--- config.mk ---
export PLATFORM = sky130hd
export DESIGN_NAME = sim_ctrl
export DESIGN_NICKNAME = d
export VERILOG_FILES = /design/src/rtl/sim_ctrl_pkg.sv /design/src/rtl/sim_ctrl_fifo.sv /design/src/rtl/sim_ctrl.sv
export SDC_FILE = /design/constraint.sdc
export NUM_CORES = 1
export LEC_CHECK = 0
export BUFFER_PORTS_ARGS = -buffer_cell sky130_fd_sc_hd__buf_2
export CAP_MARGIN = 40
export CORE_MARGIN = 4
export CORE_UTILIZATION = 50
export CTS_BUF_LIST = sky130_fd_sc_hd__clkbuf_4 sky130_fd_sc_hd__clkbuf_8
export CTS_CLUSTER_DIAMETER = 80
export CTS_CLUSTER_SIZE = 8
export DETAILED_ROUTE_END_ITERATION = 10
export GPL_ROUTABILITY_DRIVEN = 1
export PLACE_DENSITY = 0.73
export SLEW_MARGIN = 40
export SYNTH_ARGS = -nofsm -noshare
export SYNTH_HDL_FRONTEND = slang
export SYNTH_SLANG_ARGS = --single-unit
--- constraint.sdc ---
create_clock -name clk -period 3.88 [get_ports clk]
set_input_delay 0.776 -clock clk [delete_from_list [all_inputs] [get_ports clk]]
set_output_delay 0.776 -clock clk [all_outputs]
set_load 0.1 [all_outputs]
--- src/rtl/sim_ctrl_pkg.sv ---
// sim_ctrl_pkg: shared definitions for the simulation-control block.
// Holds the register word offsets, the controller state encoding, the
// watchdog exit code and the byte-merge helper used for strobed stores.
// The TIMEOUT state only exists when SIM_CTRL_WATCHDOG_EN is defined.
package sim_ctrl_pkg;

  // Register word index, taken from address bits [3:2] inside the window
  localparam logic [1:0] REG_TOHOST  = 2'd0;  // byte offset 0x0
  localparam logic [1:0] REG_DEBUG   = 2'd1;  // byte offset 0x4
  localparam logic [1:0] REG_CONSOLE = 2'd2;  // byte offset 0x8
  localparam logic [1:0] REG_CYCLE   = 2'd3;  // byte offset 0xC

  // Exit code reported when the watchdog ends the test
  localparam logic [30:0] TIMEOUT_CODE = 31'h7FFF_FFFF;

`ifdef SIM_CTRL_WATCHDOG_EN
  typedef enum logic [1:0] {
    ST_RUN     = 2'd0,
    ST_DONE    = 2'd1,
    ST_TIMEOUT = 2'd2
  } state_e;
`else
  typedef enum logic [1:0] {
    ST_RUN  = 2'd0,
    ST_DONE = 2'd1
  } state_e;
`endif

  // Replace only the bytes of old_v whose strobe bit is set
  function automatic logic [31:0] merge_bytes(input logic [31:0] old_v,
                                              input logic [31:0] new_v,
                                              input logic [3:0]  strb);
    logic [31:0] res;
    res = old_v;
    for (int b = 0; b < 4; b++) begin
      if (strb[b]) begin
        res[8*b +: 8] = new_v[8*b +: 8];
      end else begin
        res[8*b +: 8] = old_v[8*b +: 8];
      end
    end
    return res;
  endfunction

endpackage

--- src/rtl/sim_ctrl_fifo.sv ---
// sim_ctrl_fifo: synchronous console byte FIFO with full/empty/count.
// When empty, head_o keeps showing the most recently popped byte.
module sim_ctrl_fifo #(
  parameter  int DEPTH = 8,
  localparam int AW    = $clog2(DEPTH)
) (
  input  logic          clk,
  input  logic          rst,
  input  logic          push_i,
  input  logic [7:0]    push_data_i,
  input  logic          pop_i,
  output logic [7:0]    head_o,
  output logic          empty_o,
  output logic          full_o,
  output logic [AW:0]   count_o
);

  logic [7:0]    mem_q [DEPTH];
  logic [AW-1:0] wr_ptr_q;
  logic [AW-1:0] rd_ptr_q;
  logic [AW:0]   count_q;
  logic [AW:0]   count_d;
  logic [7:0]    last_q;
  logic          push_ok_s;
  logic          pop_ok_s;

  assign empty_o   = (count_q == '0);
  assign full_o    = (count_q == (AW+1)'(DEPTH));
  assign count_o   = count_q;
  assign push_ok_s = push_i && !full_o;
  assign pop_ok_s  = pop_i && !empty_o;
  assign head_o    = empty_o ? last_q : mem_q[rd_ptr_q];

  // Next occupancy from the accepted push/pop pair
  always_comb begin
    count_d = count_q;
    case ({push_ok_s, pop_ok_s})
      2'b10:   count_d = count_q + (AW+1)'(1);
      2'b01:   count_d = count_q - (AW+1)'(1);
      default: count_d = count_q;
    endcase
  end

  // Storage array; contents need no reset because count gates visibility
  always_ff @(posedge clk) begin
    if (push_ok_s) begin
      mem_q[wr_ptr_q] <= push_data_i;
    end
  end

  // Pointers, occupancy and the last-popped byte
  always_ff @(posedge clk) begin
    if (!rst) begin
      wr_ptr_q <= '0;
      rd_ptr_q <= '0;
      count_q  <= '0;
      last_q   <= 8'h00;
    end else begin
      count_q <= count_d;
      if (push_ok_s) begin
        wr_ptr_q <= wr_ptr_q + AW'(1);
      end
      if (pop_ok_s) begin
        rd_ptr_q <= rd_ptr_q + AW'(1);
        last_q   <= mem_q[rd_ptr_q];
      end
    end
  end

endmodule

--- src/rtl/sim_ctrl.sv ---
// sim_ctrl: memory-mapped simulation controller (TOHOST, DEBUG, CONSOLE,
// CYCLE) in a 16-byte window at ADDR_BASE.
// Optional watchdog: define SIM_CTRL_WATCHDOG_EN to end the test with an
// all-ones exit code once the cycle counter reaches TIMEOUT_CYCLES-1.
module sim_ctrl
  import sim_ctrl_pkg::*;
#(
  parameter logic [31:0] ADDR_BASE      = 32'h1000_0000,
  parameter int          FIFO_DEPTH     = 8,
  parameter int          TIMEOUT_CYCLES = 100000
) (
  input  logic        clk,
  input  logic        rst,
  input  logic        req_valid,
  output logic        req_ready,
  input  logic        req_we,
  input  logic [31:0] req_addr,
  input  logic [31:0] req_wdata,
  input  logic [3:0]  req_wstrb,
  output logic        rsp_valid,
  output logic [31:0] rsp_rdata,
  output logic [31:0] debug_value,
  output logic        test_done,
  output logic        test_pass,
  output logic [30:0] test_code,
  output logic        console_valid,
  output logic [7:0]  console_data,
  input  logic        console_ready
);

  localparam int CW = $clog2(FIFO_DEPTH) + 1;

  if ((FIFO_DEPTH < 2) || ((FIFO_DEPTH & (FIFO_DEPTH - 1)) != 0) ||
      (TIMEOUT_CYCLES < 1)) begin : g_bad_params
    $error("sim_ctrl: FIFO_DEPTH must be a power of two >= 2, TIMEOUT_CYCLES >= 1");
  end

`ifdef SIM_CTRL_WATCHDOG_EN
  localparam logic [31:0] TIMEOUT_LIMIT = 32'(TIMEOUT_CYCLES - 1);
`endif

  state_e        state_q;
  logic [31:0]   cycle_q;
  logic [31:0]   tohost_q;
  logic [31:0]   debug_q;
  logic          done_q;
  logic          pass_q;
  logic [30:0]   code_q;
  logic          rsp_valid_q;
  logic [31:0]   rsp_rdata_q;

  logic          hit_s;
  logic [1:0]    sel_s;
  logic          console_st_s;
  logic          accept_s;
  logic          push_s;
  logic          pop_s;
  logic          tohost_go_s;
  logic          debug_st_s;
  logic [31:0]   load_data_s;
  logic [31:0]   status_s;
  logic          fifo_empty_s;
  logic          fifo_full_s;
  logic [CW-1:0] fifo_count_s;
  logic          unused_addr_s;

  // Address decode: window is 16-byte aligned, byte lane bits ignored
  assign hit_s         = (req_addr[31:4] == ADDR_BASE[31:4]);
  assign sel_s         = req_addr[3:2];
  assign unused_addr_s = ^req_addr[1:0];

  // Only a console push into a full FIFO stalls; a concurrent pop does not help
  assign console_st_s = req_we && hit_s && (sel_s == REG_CONSOLE);
  assign req_ready    = !(console_st_s && fifo_full_s);
  assign accept_s     = req_valid && req_ready;
  assign push_s       = accept_s && console_st_s;
  assign pop_s        = !fifo_empty_s && console_ready;
  assign debug_st_s   = accept_s && req_we && hit_s && (sel_s == REG_DEBUG);
  assign tohost_go_s  = accept_s && req_we && hit_s && (sel_s == REG_TOHOST) &&
                        (req_wstrb == 4'hF) && (state_q == ST_RUN);

  assign console_valid = !fifo_empty_s;
  assign rsp_valid     = rsp_valid_q;
  assign rsp_rdata     = rsp_rdata_q;
  assign debug_value   = debug_q;
  assign test_done     = done_q;
  assign test_pass     = pass_q;
  assign test_code     = code_q;

  sim_ctrl_fifo #(
    .DEPTH (FIFO_DEPTH)
  ) u_fifo (
    .clk         (clk),
    .rst         (rst),
    .push_i      (push_s),
    .push_data_i (req_wdata[7:0]),
    .pop_i       (pop_s),
    .head_o      (console_data),
    .empty_o     (fifo_empty_s),
    .full_o      (fifo_full_s),
    .count_o     (fifo_count_s)
  );

  // Load data mux; console status is {count, full} zero-extended
  always_comb begin
    status_s         = 32'd0;
    status_s[CW:0]   = {fifo_count_s, fifo_full_s};
    load_data_s      = 32'd0;
    if (hit_s) begin
      case (sel_s)
        REG_TOHOST:  load_data_s = tohost_q;
        REG_DEBUG:   load_data_s = debug_q;
        REG_CONSOLE: load_data_s = status_s;
        REG_CYCLE:   load_data_s = cycle_q;
        default:     load_data_s = 32'd0;
      endcase
    end else begin
      load_data_s = 32'd0;
    end
  end

  // One-cycle response for every accepted request; stores answer zero
  always_ff @(posedge clk) begin
    if (!rst) begin
      rsp_valid_q <= 1'b0;
      rsp_rdata_q <= 32'd0;
    end else begin
      rsp_valid_q <= accept_s;
      rsp_rdata_q <= (accept_s && !req_we) ? load_data_s : 32'd0;
    end
  end

  // DEBUG register with per-byte strobes
  always_ff @(posedge clk) begin
    if (!rst) begin
      debug_q <= 32'd0;
    end else if (debug_st_s) begin
      debug_q <= merge_bytes(debug_q, req_wdata, req_wstrb);
    end
  end

  // Test-status FSM: first result wins, counter frozen once the test ends
  always_ff @(posedge clk) begin
    if (!rst) begin
      state_q  <= ST_RUN;
      cycle_q  <= 32'd0;
      tohost_q <= 32'd0;
      done_q   <= 1'b0;
      pass_q   <= 1'b0;
      code_q   <= 31'd0;
    end else begin
      case (state_q)
        ST_RUN: begin
          if (tohost_go_s) begin
            state_q  <= ST_DONE;
            tohost_q <= req_wdata;
            done_q   <= 1'b1;
            pass_q   <= (req_wdata == 32'd1);
            code_q   <= req_wdata[31:1];
          end
`ifdef SIM_CTRL_WATCHDOG_EN
          else if (cycle_q == TIMEOUT_LIMIT) begin
            state_q <= ST_TIMEOUT;
            done_q  <= 1'b1;
            pass_q  <= 1'b0;
            code_q  <= TIMEOUT_CODE;
          end
`endif
          else begin
            cycle_q <= cycle_q + 32'd1;
          end
        end
        default: begin
          state_q <= state_q;
        end
      endcase
    end
  end

endmodule

== Yosys cells after proc, flatten, opt, wreduce, memory -nomap -nowiden ==
Memories as Yosys holds them, arrays and structs flattened. A register that Yosys moved wholly into a read port is not among the register bits.
Index checks and enable logic that the tools add are counted.
Storage, ports and cells
  bits in registers: 180
  memory bits (writable): 64
  input port bits: 73
  output and inout port bits: 108
  logic and storage cells: 68
  memories kept: 1
Memories
  u_fifo.mem_q: words 8, bits a word 8, rd ports 1, clocked after memory_dff 1, wr ports 1, line sim_ctrl_fifo.sv:18  | logic [7:0] mem_q [DEPTH];
Operators by class
  add/sub/neg operators: 5
  eq/ne operators: 9
  muxes and demuxes: 7
  bitwise operators: 1
  reductions and logical operators: 30
Operator list (number)
  32-bit one-hot mux with 4 select lines: 1
  32-bit by 1-bit adder with 32-bit output, second input constant: 1
  32-bit by 1-bit equality test with 1-bit output, second input constant: 1
  28-bit by 25-bit equality test with 1-bit output, second input constant: 1
  1-bit logical AND: 15
  2-bit AND reduction: 6
  4-bit equality test, second input constant: 2
  8-bit two-way mux: 1
  4-bit one-hot mux with 2 select lines: 1
  3-bit by 1-bit adder with 3-bit output, second input constant: 2
  2-bit equality test, second input constant: 3
  3-bit two-way mux: 2
  4-bit by 1-bit adder with 4-bit output, second input constant: 1
  2-bit by 1-bit equality test with 1-bit output, second input constant: 2
  1-bit zero test: 4
  2-bit zero test: 2
  4-bit zero test: 1
  4-bit by 1-bit subtractor with 4-bit output, second input constant: 1
  3-bit AND reduction: 1
  1-bit two-way mux: 2
  2-bit nonzero test: 1
  1-bit inverter: 1

== Longest topological paths before layout ==
  depth in word-level cells: 13
  gate-level depth with buffers: 12
  mapped depth without buffers: 11

== Hierarchy ==
A second synthesis with hierarchy kept.
Unflattened totals
  cells, all modules: 907
  area, all modules: 9419.0 um^2
Modules (own cells, without submodules)
  sim_ctrl: instances 1, cells an instance 694, area an instance 5988.2 um^2, seq. area each 2622.5 um^2
  sim_ctrl_fifo: instances 1, cells an instance 213, area an instance 3430.8 um^2, seq. area each 2342.2 um^2

== Worst setup path after synthesis ==
Ideal clock, no wire load.
  path type: flip-flop to output port
  start point: register u_fifo.count_q[1], in the netlist u_fifo.count_o[1]
  end point: output console_data[6]
  data arrival time: 3.503 ns
  required time: 3.104 ns
  path slack: -0.399 ns
  stages on the path, launching flop included: 7
  buffers on the path: 3
  cell sequence: dfxtp_1 clkbuf_1 or4_1 clkbuf_1 clkbuf_1 nor2_1 a21oi_1
On the way
  longest elaborated chain between the ends: 2
RTL lines
  start: declaration: line sim_ctrl_fifo.sv:21  | logic [AW:0] count_q;
  start signal: assignment: line sim_ctrl_fifo.sv:59  | count_q <= count_d;
  4-bit zero test: line sim_ctrl_fifo.sv:27  | assign empty_o = (count_q == '0);
  8-bit two-way mux: line sim_ctrl_fifo.sv:32  | assign head_o = empty_o ? last_q : mem_q[rd_ptr_q];
  end: declaration: line sim_ctrl.sv:27  | output logic [7:0] console_data,
Every way passes these cells.

==> metrics.log <==
INFO  metric synth.net_count = 1,021
INFO  metric setup_repair_after_global_routing_missed_its_margin = no
INFO  metric leakage = 4.09 nW
INFO  metric multi_input_area = 0.00400 mm^2
INFO  metric regToRegSetupSlack = 890 ps
INFO  metric drc = 0
INFO  metric maximum_count_of_clock_buffers_along_a_single_path = 3
INFO  metric type_of_origin_of_the_critical_path = register
INFO  metric worst_pin_slew = 804 ps
INFO  metric maxCapViolCount = 0
INFO  metric worstHoldPathType = reg2reg
INFO  metric grt_antenna_before_repair = 1
INFO  metric yosysTopAreaCellShare = 0.319
INFO  metric synth_top_family_by_area = simple AND/OR/NAND/NOR gates
INFO  metric fin_crit = 3330 ps
INFO  metric dr.first_iter.drc_count = 541
INFO  metric fin_worst_skew = 17.8 ps
INFO  metric filler_cell_count = 1,605
INFO  metric end_kind = primary output
INFO  metric overflow = 0
INFO  metric placed_cells_incl_taps = 1,283
INFO  metric flow.area_growth_from_synthesis = 14.4%
INFO  metric io_buffer_count = 178
INFO  metric insertion_delay = 550 ps
INFO  metric final_cell_count_without_fillers = 1,328
INFO  metric globalplace.congestion = 0.832
INFO  metric netlist.top_cell.by_area = sky130_fd_sc_hd__dfxtp_1
INFO  metric whs_path_cells = 2
INFO  metric cts_setup_buffers = 0
INFO  metric drt_pre_antenna_iters = 6
INFO  metric critical_path.max_fanout = 16
INFO  metric reg2reg_from = u_fifo.count_o[2]
INFO  metric globalRouteTotalUtil = 0.225
INFO  metric floorplan.rows = 50
INFO  metric worst_ep_required_time = 3100 ps
INFO  metric cp.arrival = 2550 ps
INFO  metric yosys-top-cells-count = 152 x sky130_fd_sc_hd__dfxtp_1, 123 x sky130_fd_sc_hd__nand2_1, 94 x sky130_fd_sc_hd__a21oi_1
INFO  metric clock-root-buffer = sky130_fd_sc_hd__clkbuf_8
INFO  metric fin_nets = 1,162
INFO  metric worst_ir_drop_vdd = 0.000220 V
INFO  metric clock_sink_count = 216
INFO  metric wire_per_inst = 18.5 um
INFO  metric postRouteWirelength = 24,600 um
INFO  metric syn_avg_cell_area = 10.1 um^2
INFO  metric synth.distinct_cells = 51
INFO  metric fin_area = 0.0109 mm^2
INFO  metric synth_edf_count = 64
INFO  metric yosys_warnings = 0
INFO  metric post_synth_main_area_contributors = sky130_fd_sc_hd__dfxtp_1 32%, sky130_fd_sc_hd__edfxtp_1 20%, sky130_fd_sc_hd__mux4_2 5.0%
INFO  metric placed_cell_area = 0.0104 mm^2
INFO  metric criticalPathCategory = reg2out
INFO  metric synthMostInstantiatedCell = sky130_fd_sc_hd__dfxtp_1
INFO  metric chipWidth = 146 um
INFO  metric rr_endpoint = u_fifo.count_o[2]
INFO  metric wire_length_of_the_first_global_routing_pass = 39,300 um
INFO  metric syn-cell-area = 0.00954 mm^2
INFO  metric die-area = 0.0213 mm^2
INFO  metric pin_count_of_the_biggest_net_entering_global_routing = 61
INFO  metric clock_tree.htree_level_count = 1
INFO  metric dp_hpwl = 17,300 um
INFO  metric synth_cells = 942
INFO  metric hp-start = tohost_q[0]
INFO  metric finalMaxSlewViolations = 0
INFO  metric synth.area.mux_share = 0.0926
INFO  metric start_util = 0.510
INFO  metric layout_worst_path_cycle_share = 0.857
INFO  metric clkTransAtPathRegs = 70 ps
INFO  metric cts.hold.buffers_added = 0
INFO  metric floorplan.die.height = 146 um
INFO  metric setup_violations_final = 0
INFO  metric hold_path_end = tohost_q[0]
INFO  metric floorplan.io_pins = 181
INFO  metric drtAntennaViolNets = 0
INFO  metric r2r.worst_path.cells = 10
INFO  metric synth_seq_cells = 216
INFO  metric final_number_of_hold_violating_endpoints = 0
INFO  metric core_area = 0.0187 mm^2
INFO  metric synth_compound_gate_area_share = 0.103
INFO  metric power.total = 4.10 mW
INFO  metric synth-adder-area-share = 0.00787
INFO  metric synthSimpleGateAreaFrac = 0.209
INFO  metric via_count_of_the_first_global_routing_pass = 7,327
INFO  metric ctsResizeCount = 0
INFO  metric final-seq-area = 0.00496 mm^2
INFO  metric synthXorXnorAreaFrac = 0.00551
INFO  metric pwr_density_cell = 375 mW/mm^2
INFO  metric status = finished, final reports clean
INFO  metric dominantRegCellSynth = sky130_fd_sc_hd__dfxtp_1
INFO  metric vias = 7,618
INFO  metric tritoncts = done
INFO  metric synth_seq_area_share = 0.521
INFO  metric tritoncts_buffer_count = 30
INFO  metric viasPerCell = 5.74
INFO  metric maxSlewHeadroom = 0.463
INFO  metric drive_gt1_frac = 0.265
INFO  metric final.setup.tns = 0 ps
INFO  metric async_reset_ff_frac = 0
INFO  metric fmax = 301 MHz
routing by layer:
| metal | GRT usage | wire (um) |
|---|---|---|
| met4 | 0.0588 | 465 |
| met3 | 0.0487 | 2380 |
| met5 | 0 | 13 |
| met1 | 0.325 | 10700 |
| met2 | 0.347 | 11000 |
flip-flops by register name (all words and copies together) (netlist names), named ones only:
name / count
cycle_q: 32
test_done: 1
u_fifo.mem_q: 64
test_pass: 1
debug_value: 32
u_fifo.count_o: 4
u_fifo.last_q: 8
u_fifo.wr_ptr_q: 3
tohost_q: 32
rsp_rdata: 32
u_fifo.rd_ptr_q: 3
rsp_valid: 1
power by group:
group | internal, mW | switching, mW
logic | 0.0507 | 0.106
clock network | 0.822 | 0.789
registers | 2.32 | 0.00418
worst max-delay path: stages, from the launching register on:
cell                      delay [ps]
sky130_fd_sc_hd__dfxtp_1         850
sky130_fd_sc_hd__mux4_2          430
sky130_fd_sc_hd__mux2i_1         310
sky130_fd_sc_hd__a21oi_1         120
sky130_fd_sc_hd__buf_2           300
kinds of logic after synthesis:
family | Yosys count
simple gates | 371
flops | 216
mux | 62
xor+xnor | 6
buf+inv | 107
compound gates | 174
fa+ha+maj | 6
stage by stage:
step / hold WS, ps / setup slack, ps / util
after global placement: 443 / 321 / 0.555
final: 455 / 553 / 0.583
after detailed placement: 445 / 279 / 0.555
after CTS: 451 / 503 / 0.582
after floorplan: 429 / -219 / -
after global routing: 455 / 419 / 0.583
worst max-delay path by stage:
stage,to,slack [ps]
finish,console_data[7],550
global placement,u_fifo.count_o[2],320
detailed placement,u_fifo.count_o[2],280
floorplan,console_data[0],-220
global route,console_data[7],420
CTS,console_data[7],500
layout make-up:
class,count,area share
Sequential cell,216,0.455
Multi-Input combinational cell,619,0.367
Antenna cell,1,0.000229
Timing Repair Buffer,203,0.100
Inverter,13,0.00447
Clock buffer,42,0.0467
Tap cell,234,0.0268
layout by cell type, fill, tap and decap left out, drive strengths merged, types with 2 or more instances in the layout:
cell type / synthesis / layout
nor2: 92 / 92
nor4: 24 / 24
and2: 3 / 3
or3: 5 / 5
xor2: 5 / 5
edfxtp: 64 / 64
nor3: 6 / 6
inv: 13 / 13
o31a: 3 / 3
nand2b: 11 / 11
o21a: 3 / 3
mux4: 21 / 21
clkbuf: 44 / 42
nor2b: 6 / 6
nand4b: 2 / 2
o311ai: 2 / 2
mux2i: 41 / 41
dfxtp: 152 / 152
nand3: 50 / 50
a21oi: 94 / 94
nand2: 123 / 123
o41ai: 3 / 3
a211oi: 9 / 9
nand4: 13 / 13
and4: 5 / 5
or4: 22 / 22
buf: 50 / 203
o31ai: 18 / 18
nor4b: 5 / 5
o21ai: 39 / 39
ha: 6 / 6
Note: power is estimated with default switching activity, not from simulation.
